### config.mk
export PLATFORM = sky130hd
export DESIGN_NAME = sync_fifo_prog
export DESIGN_NICKNAME = d
export VERILOG_FILES = /design/src/rtl/sync_fifo_prog.sv
export SDC_FILE = /design/constraint.sdc
export NUM_CORES = 1
export LEC_CHECK = 0
export ABC_CLOCK_PERIOD_IN_PS = 4960
export BUFFER_PORTS_ARGS = -buffer_cell sky130_fd_sc_hd__buf_2
export CAP_MARGIN = 20
export CORE_ASPECT_RATIO = 0.7
export CORE_MARGIN = 2
export CORE_UTILIZATION = 59
export CTS_CLUSTER_DIAMETER = 200
export DETAILED_ROUTE_END_ITERATION = 10
export GPL_ROUTABILITY_DRIVEN = 0
export HOLD_SLACK_MARGIN = 0.06
export PLACE_DENSITY_LB_ADDON = 0.05
export SLEW_MARGIN = 20
export SYNTH_ARGS = -nofsm -noshare
export SYNTH_HDL_FRONTEND = slang
export SYNTH_SLANG_ARGS = --single-unit
export TNS_END_PERCENT = 30
### constraint.sdc
create_clock -name clk -period 4.96 [get_ports clk]
set_input_delay 0.496 -clock clk [delete_from_list [all_inputs] [get_ports clk]]
set_output_delay 0.496 -clock clk [all_outputs]
set_load 0.02 [all_outputs]
### src/rtl/sync_fifo_prog.sv
// sync_fifo_prog: single-clock FIFO with occupancy count, programmable
// almost-full/almost-empty thresholds and sticky overflow/underflow flags.
// The FWFT parameter selects a registered read port (0) or a
// first-word-fall-through read port (1).
// Optional build macro SYNC_FIFO_HWM_EN adds a registered high-water-mark
// output (hwm).
module sync_fifo_prog #(
  parameter int DWIDTH = 32,
  parameter int AWIDTH = 3,
  parameter int FWFT   = 0
) (
  input  logic              clk,
  input  logic              rst,
  input  logic              wren,
  input  logic [DWIDTH-1:0] din,
  input  logic              rden,
  output logic [DWIDTH-1:0] dout,
  output logic              full,
  output logic              empty,
  input  logic [AWIDTH:0]   afull_th,
  input  logic [AWIDTH:0]   aempty_th,
  output logic              afull,
  output logic              aempty,
  output logic [AWIDTH:0]   level,
  output logic              ovf,
  output logic              udf,
  input  logic              clr_err
`ifdef SYNC_FIFO_HWM_EN
  ,
  output logic [AWIDTH:0]   hwm
`endif
);

  localparam int DEPTH = 1 << AWIDTH;

  logic [DWIDTH-1:0] mem_q [DEPTH];
  logic [AWIDTH:0]   wptr_q, wptr_d;
  logic [AWIDTH:0]   rptr_q, rptr_d;
  logic [AWIDTH:0]   level_q, level_d;
  logic              ovf_q, ovf_d;
  logic              udf_q, udf_d;
  logic              rd_acc, wr_acc;

  // Flags come straight from the registered pointers so they track the
  // state after the last edge without extra latency.
  assign empty  = (wptr_q == rptr_q);
  assign full   = (wptr_q[AWIDTH] != rptr_q[AWIDTH]) &&
                  (wptr_q[AWIDTH-1:0] == rptr_q[AWIDTH-1:0]);
  assign afull  = (level_q >= afull_th);
  assign aempty = (level_q <= aempty_th);
  assign level  = level_q;
  assign ovf    = ovf_q;
  assign udf    = udf_q;

  // A read frees a slot on the same edge, so a full FIFO still takes a
  // write when a read is accepted alongside it.
  assign rd_acc = rden & ~empty;
  assign wr_acc = wren & (~full | rd_acc);

  // Next-state for pointers, occupancy and sticky error flags.
  always_comb begin
    wptr_d  = wptr_q + {{AWIDTH{1'b0}}, wr_acc};
    rptr_d  = rptr_q + {{AWIDTH{1'b0}}, rd_acc};
    level_d = level_q;
    case ({wr_acc, rd_acc})
      2'b10:   level_d = level_q + 1'b1;
      2'b01:   level_d = level_q - 1'b1;
      default: level_d = level_q;
    endcase
    // A fresh error in the clearing cycle keeps the flag set.
    ovf_d = ovf_q;
    if (clr_err) ovf_d = 1'b0;
    if (wren && !wr_acc) ovf_d = 1'b1;
    udf_d = udf_q;
    if (clr_err) udf_d = 1'b0;
    if (rden && empty) udf_d = 1'b1;
  end

  // Control state register with synchronous reset.
  always_ff @(posedge clk) begin
    if (rst) begin
      wptr_q  <= '0;
      rptr_q  <= '0;
      level_q <= '0;
      ovf_q   <= 1'b0;
      udf_q   <= 1'b0;
    end else begin
      wptr_q  <= wptr_d;
      rptr_q  <= rptr_d;
      level_q <= level_d;
      ovf_q   <= ovf_d;
      udf_q   <= udf_d;
    end
  end

  // Storage array; contents survive reset, only the pointers are cleared.
  always_ff @(posedge clk) begin
    if (wr_acc) mem_q[wptr_q[AWIDTH-1:0]] <= din;
  end

  generate
    if (FWFT != 0) begin : g_fwft
      assign dout = empty ? '0 : mem_q[rptr_q[AWIDTH-1:0]];
    end else begin : g_std
      logic [DWIDTH-1:0] dout_q;
      // Registered read port: load the head word on an accepted read.
      always_ff @(posedge clk) begin
        if (rst) dout_q <= '0;
        else if (rd_acc) dout_q <= mem_q[rptr_q[AWIDTH-1:0]];
      end
      assign dout = dout_q;
    end
  endgenerate

`ifdef SYNC_FIFO_HWM_EN
  logic [AWIDTH:0] hwm_q, hwm_d;

  // High-water mark follows the post-edge occupancy; clearing restarts it
  // from that occupancy.
  always_comb begin
    hwm_d = hwm_q;
    if (clr_err) hwm_d = level_d;
    else if (level_d > hwm_q) hwm_d = level_d;
  end

  // High-water-mark register.
  always_ff @(posedge clk) begin
    if (rst) hwm_q <= '0;
    else hwm_q <= hwm_d;
  end

  assign hwm = hwm_q;
`endif

endmodule

==> impl_metrics.env, run 1 <==
export IMPL_port_buffer_count=86
export IMPL_period_needed_ns=3.59
export IMPL_path_class="reg -> reg"
export IMPL_synth_distinct_cells=31
export IMPL_num_vias=5595
export IMPL_path_clk_slew_ns=0.06
export IMPL_r2r_slack_ns=1.37
export IMPL_p_sw_w=0.00142
export IMPL_setup_tns_ns=0
export IMPL_worst_slew_pin_slew_ns=1.10
export IMPL_place_ws_ns=1.31
export IMPL_p_sw_share_pct=24.0
export IMPL_cts_buffers=28
export IMPL_drv_cap=0
export IMPL_num_nets_final=749
export IMPL_period_share_pct=72.3
export IMPL_synth_top_family_by_area="multiplexers"
export IMPL_wl_microns=20700
export IMPL_p_leak_nw=4.48
export IMPL_start_util_pct=60.8
export IMPL_skew_ns=0.0122
export IMPL_dieArea_sq_mm=0.0208
export IMPL_viasPerCell=5.74
export IMPL_h_tree_depth=1
export IMPL_crit_arrival_ns=3.76
export IMPL_dpl_hpwl_microns=11500
export IMPL_cts_tree="built"
export IMPL_cts_resized=0
export IMPL_slowest_stage="nor3_2"
export IMPL_synth_mux_area_share_pct=15.5
export IMPL_slowest_delay_ns=0.89
export IMPL_synth_area_per_cell_sq_um=19.5
export IMPL_synth_compound_area_share_pct=3.00
export IMPL_cp_max_fo=32
export IMPL_r2r_end="mem_q[1][14]"
export IMPL_worstHoldStart="din[1]"
export IMPL_regArea_sq_mm=0.00862
export IMPL_multiInputGateArea_sq_mm=0.00286
export IMPL_drtAntennaViolNets=0
export IMPL_synthToLayoutAreaGrowth_pct=15.3
export IMPL_cts_max_path_buffers=3
export IMPL_path_delay_family="simple AND/OR/NAND/NOR gates"
export IMPL_finalSetupViolCount=0
export IMPL_cts_hold_buf=0
export IMPL_grt_max_degree=67
export IMPL_overflow=0
export IMPL_setup_ws_ns=1.37
export IMPL_clkPwrFrac_pct=35.4
export IMPL_max_slew_margin_pct=26.3
export IMPL_crit_path_end_kind="register"
export IMPL_cts_root_buf="clkbuf_16"
export IMPL_grt_pass1_wl_microns=32200
export IMPL_drive_gt1_share_pct=30.2
export IMPL_grt_pass1_vias=5734
export IMPL_nFillCells=1205
export IMPL_yosys_warnings=0
export IMPL_ir_drop_mv=0.269
export IMPL_yosys_area_share_simple_pct=2.98
export IMPL_path_cells="xor2_1 -> or3_1 -> o31a_1 -> nand2_1 -> nor3_2 -> buf_4"
export IMPL_whs_path_depth=1
export IMPL_r2r_cells=6
export IMPL_synth_adder_area_share_pct=1.68
export IMPL_grt_usage_pct=20.9
export IMPL_worst_path_buf_inv=1
export IMPL_cp_start_kind="register"
export IMPL_rsz0062_at_grt="no"
export IMPL_drtIter0Drc=530
export IMPL_n_antenna_cell=0
export IMPL_drc=0
export IMPL_endpoint="mem_q[1][14]"
export IMPL_fp_dieW_microns=172
export IMPL_cts_post_setup_buffers_inserted=0
export IMPL_worstPathRequired_ns=5.14
export IMPL_syn_cell_area_sq_mm=0.0116
export IMPL_rows=42
export IMPL_antenna_found_initial=1
export IMPL_p_comb_share_pct=14.3
export IMPL_finalMaxSlewViolations=0
export IMPL_finalHoldViolCount=0
export IMPL_die_y_microns=121
export IMPL_syn_inst=594
export IMPL_core_sq_mm=0.0191
export IMPL_ys_seq_area_share_pct=74.2
export IMPL_pwr_share_seq_pct=50.2
export IMPL_ys_ff_latch=302
export IMPL_power_density_mw_per_mm2=443
export IMPL_io_pins=87
export IMPL_status="finished, final reports clean"
export IMPL_reg2reg_from="rptr_q[0]"
export IMPL_internal_power_w=0.00450
export IMPL_hold_path_class="in -> reg"
export IMPL_fmax_ghz=0.279
export IMPL_clock_sinks=302
export IMPL_cp_startpoint="rptr_q[0]"
export IMPL_wl_per_cell_microns=21.2
export IMPL_clk_latency_ns=0.53
export IMPL_cp_depth=6
export IMPL_synthXorXnorAreaFrac_pct=1.04
export IMPL_first_pass_iters=5
export IMPL_synth_fp_nets=654
[flip-flops by register name, summed over array words and instances, names as in the netlist]
signal  cells
rptr_q      4
udf         1
mem_q     256
ovf         1
level       4
dout       32
wptr_q      4
[cell usage in the layout, fill, tap and decap left out, types with 2 or more instances in the layout]
cell type / synthesis / routed
a211oi_1: 33 / 33
a21oi_1: 5 / 5
buf_16: 0 / 4
buf_2: 12 / 86
buf_4: 0 / 6
bufinv_16: 0 / 2
clkbuf_1: 13 / 8
clkbuf_16: 0 / 29
clkbuf_8: 0 / 4
clkinv_1: 0 / 5
clkinv_2: 0 / 3
dfxtp_1: 46 / 43
dfxtp_4: 0 / 2
edfxtp_1: 256 / 256
ha_1: 14 / 14
inv_1: 10 / 10
mux2i_1: 34 / 34
mux4_2: 64 / 64
nand2_1: 4 / 4
nand2b_1: 8 / 8
nand3_1: 4 / 4
nor2_1: 50 / 44
nor2_4: 0 / 6
nor2b_1: 8 / 8
nor3_2: 0 / 2
o21ai_0: 2 / 2
xnor2_1: 5 / 5
xor2_1: 6 / 6
[cells by family after synthesis]
logic type | count (synthesis)
AO/OA/AOI/OAI | 45
XOR/XNOR | 12
adder cells (fa/ha/maj) | 15
buffers and inverters | 43
flip-flops | 302
multiplexers | 99
AND/OR/NAND/NOR | 78
[routing by layer]
| metal | global-route usage, % | vias up | wire [microns] |
|---|---|---|---|
| met3 | 3.69 | 23 | 1160 |
| met2 | 33.3 | 154 | 9820 |
| li1 | - | 2574 | - |
| met4 | 4.87 | 2 | 297 |
| met5 | 0 | - | 11 |
| met1 | 30.7 | 2842 | 9390 |
[final cells by class]
| class | instances | share of cell area [%] |
|---|---|---|
| flip-flops and latches | 302 | 64.4 |
| multi-input cells | 249 | 21.4 |
| clock buffers | 41 | 6.06 |
| repair buffers | 98 | 4.64 |
| well taps | 264 | 2.47 |
| clock inverters | 11 | 0.767 |
| inverters | 10 | 0.281 |
[synth_stat cells]
| master | n | area, sq um |
|---|---|---|
| or3_1 | 1 | 6.26 |
| xor2_1 | 6 | 52.6 |
| inv_1 | 10 | 37.5 |
| nor2b_1 | 8 | 50.1 |
| a41o_1 | 1 | 10.0 |
| o31a_1 | 1 | 8.76 |
| buf_2 | 12 | 60.1 |
| fa_1 | 1 | 20.0 |
| xor3_1 | 1 | 23.8 |
| nor3_1 | 2 | 10.0 |
| o41a_1 | 1 | 11.3 |
| mux2i_1 | 34 | 340 |
| nand2_1 | 4 | 15.0 |
| nand3_1 | 4 | 20.0 |
| mux4_2 | 64 | 1440 |
| o22a_1 | 1 | 8.76 |
| a21oi_1 | 5 | 25.0 |
| a311oi_4 | 1 | 26.3 |
| nor2_1 | 50 | 188 |
| o21ai_0 | 2 | 10.0 |
| a211oi_1 | 33 | 248 |
| edfxtp_1 | 256 | 7690 |
| dfxtp_1 | 46 | 921 |
| clkbuf_1 | 13 | 48.8 |
| mux2_2 | 1 | 11.3 |
| buf_6 | 2 | 22.5 |
| ha_1 | 14 | 175 |
| buf_1 | 6 | 22.5 |
| nor4_1 | 1 | 6.26 |
| xnor2_1 | 5 | 43.8 |
| nand2b_1 | 8 | 50.1 |
[how the worst min path moves through the flow]
stage,endpoint
5_1_grt,mem_q[7][10]
4_1_cts,mem_q[7][1]
6_report,mem_q[7][1]
3_5_place_dp,ovf
2_1_floorplan,ovf
3_3_place_gp,ovf
[metrics by stage]
step	power (W)	std cells	util, %	instance area (sq um)	hold WS [ns]
after CTS	0.00598	972	69.7	13300	0.216
final	0.00592	975	70.1	13400	0.235
after global routing	0.00618	975	70.1	13400	0.228
after global placement	0.00386	917	64.6	12300	0.455
after detailed placement	0.00389	920	64.9	12400	0.487
after floorplan	0.00365	594	-	11600	0.547
[power by group through the flow]
stage	logic (W)	registers, W	clock network, W
6_report	0.000849	0.00297	0.00210
5_1_grt	0.000932	0.00300	0.00225
4_1_cts	0.000860	0.00298	0.00214
3_5_place_dp	0.000856	0.00303	0
3_3_place_gp	0.000836	0.00303	0
2_1_floorplan	0.000577	0.00307	0
Note: power is estimated with default switching activity, not from simulation.
==> run 2: changes to the inputs <==
- ABC_CLOCK_PERIOD_IN_PS: 4960 -> 3540
- clock period: 4.96 -> 3.54 ns (I/O delays scaled with it)
==> impl_metrics.env, run 2 (synthesized netlist as in run 1, its figures left out) <==
export IMPL_status="finished, final reports clean"
export IMPL_cts_max_path_buffers=3
export IMPL_slowest_stage="nor2_4"
export IMPL_min_to="mem_q[1][14]"
export IMPL_crit_path_end_kind="register"
export IMPL_grt_max_degree=67
export IMPL_nFillCells=1241
export IMPL_worstHoldStart="din[14]"
export IMPL_rows=42
export IMPL_cp_depth=6
export IMPL_io_pins=87
export IMPL_grt_pass1_wl_microns=33500
export IMPL_wl_microns=21700
export IMPL_cp_start_kind="register"
export IMPL_cts_hold_buf=0
export IMPL_num_vias=5686
export IMPL_r2r_end="mem_q[3][22]"
export IMPL_ir_drop_mv=0.431
export IMPL_core_sq_mm=0.0191
export IMPL_cts_tree="built"
export IMPL_final_cell_mix="edfxtp_1 (256), buf_2 (86), mux4_2 (64), nor2_1 (44), dfxtp_1 (43)"
export IMPL_finalMaxSlewViolations=0
export IMPL_wl_per_cell_microns=22.1
export IMPL_power_density_mw_per_mm2=626
export IMPL_slowest_delay_ns=0.56
export IMPL_worst_slew_pin_slew_ns=0.999
export IMPL_r2r_cells=6
export IMPL_max_slew_margin_pct=33.4
export IMPL_reg2reg_from="wptr_q[2]"
export IMPL_overflow=0
export IMPL_port_buffer_count=86
export IMPL_dpl_hpwl_microns=12000
export IMPL_drv_cap=0
export IMPL_synthToLayoutAreaGrowth_pct=15.0
export IMPL_drive_gt1_share_pct=31.4
export IMPL_hold_path_class="in -> reg"
export IMPL_drc=0
export IMPL_cts_post_setup_buffers_inserted=0
export IMPL_grt_usage_pct=21.8
export IMPL_drtAntennaViolNets=0
export IMPL_period_share_pct=77.5
export IMPL_start_util_pct=60.8
export IMPL_n_antenna_cell=0
export IMPL_rsz0062_at_grt="no"
export IMPL_crit_arrival_ns=2.97
export IMPL_clock_sinks=302
export IMPL_largest_register_ff_count=256
export IMPL_dieArea_sq_mm=0.0208
export IMPL_first_pass_iters=4
export IMPL_fmax_ghz=0.364
export IMPL_placement_cell_area_sq_mm=0.0124
export IMPL_grt_pass1_vias=5863
export IMPL_h_tree_depth=1
export IMPL_viasPerCell=5.80
export IMPL_path_cells="xor2_1 -> or3_1 -> o31a_1 -> nand2_1 -> nor2_4 -> buf_4"
export IMPL_drtIter0Drc=497
export IMPL_clk_latency_ns=0.53
export IMPL_skew_ns=0.0111
export IMPL_r2r_slack_ns=0.80
export IMPL_cp_max_fo=16
export IMPL_worstPathRequired_ns=3.77
export IMPL_finalHoldViolCount=0
export IMPL_worst_path_buf_inv=1
export IMPL_path_clk_slew_ns=0.06
export IMPL_finalSetupViolCount=0
export IMPL_cts_buffers=28
export IMPL_fp_dieW_microns=172
export IMPL_cts_resized=0
export IMPL_period_needed_ns=2.74
export IMPL_p_total_w=0.00835
export IMPL_layout_commonest_cell="edfxtp_1"
export IMPL_die_y_microns=121
export IMPL_path_delay_family="simple AND/OR/NAND/NOR gates"
export IMPL_fin_area_sq_mm=0.0133
export IMPL_path_class="reg -> reg"
export IMPL_antenna_found_initial=1
export IMPL_whs_path_depth=1
export IMPL_num_nets_final=754
export IMPL_p_leak_nw=4.49
export IMPL_cts_root_buf="clkbuf_16"
run 2: changes by cell type in the layout (fill, tap and decap cells not counted), sizes merged:
cell,before,now
clkbuf,41,34
bufinv,2,3
buf,98,103
clkinv,8,14
inv,11,10
clkinvlp,0,1
run 2: worst reg2reg max path, delay by kind of cell (launching register included):
family                 cells  cell delay (ns)
AO/OA/AOI/OAI              1             0.22
buffers and inverters      1             0.33
AND/OR/NAND/NOR            3             1.09
XOR/XNOR                   1             0.26
flip-flops                 1             0.53
run 2: how the worst max path moves through the flow:
| stage | start | endpoint |
|---|---|---|
| finish | wptr_q[2] | mem_q[3][22] |
| global route | wptr_q[2] | mem_q[3][22] |
| CTS | wptr_q[2] | mem_q[3][28] |
| detailed placement | wptr_q[2] | mem_q[3][23] |
| global placement | wptr_q[2] | mem_q[3][22] |
| floorplan | rptr_q[1] | mem_q[0][0] |
run 2: cell type report:
class | count | area (sq um) | share of cell area [%]
well taps | 264 | 330 | 2.48
multi-input cells | 249 | 2860 | 21.4
flip-flops and latches | 302 | 8620 | 64.6
clock buffers | 34 | 754 | 5.65
repair buffers | 103 | 583 | 4.37
inverters | 10 | 37.5 | 0.281
clock inverters | 18 | 163 | 1.22
run 2: report_power, final:
| part | switching [W] | internal [W] |
|---|---|---|
| Sequential | 0.0000868 | 0.00404 |
| Clock | 0.00124 | 0.00173 |
| Combinational | 0.000705 | 0.000547 |
run 2: routing by layer:
| metal | routed length (microns) | GRT usage [%] | up-vias | share of wire [%] |
|---|---|---|---|---|
| met4 | 307 | 4.40 | 2 | 1.4 |
| met3 | 1280 | 4.08 | 29 | 5.9 |
| met2 | 10300 | 35.5 | 162 | 47 |
| met1 | 9800 | 31.6 | 2914 | 45 |
| met5 | 12 | 0 | - | 0.055 |
| li1 | - | - | 2579 | - |
run 2: metrics by stage:
stage	setup TNS (ns)	hold WS (ns)	util (%)	setup slack, ns	cells
finish	0	0.0817	69.9	0.796	980
global route	0	0.0815	69.9	0.565	980
CTS	0	0.0655	69.9	0.778	980
detailed placement	0	0.476	65.1	0.814	928
global placement	0	0.455	65.1	0.853	928
floorplan	-20.61	0.453	-	-0.323	594
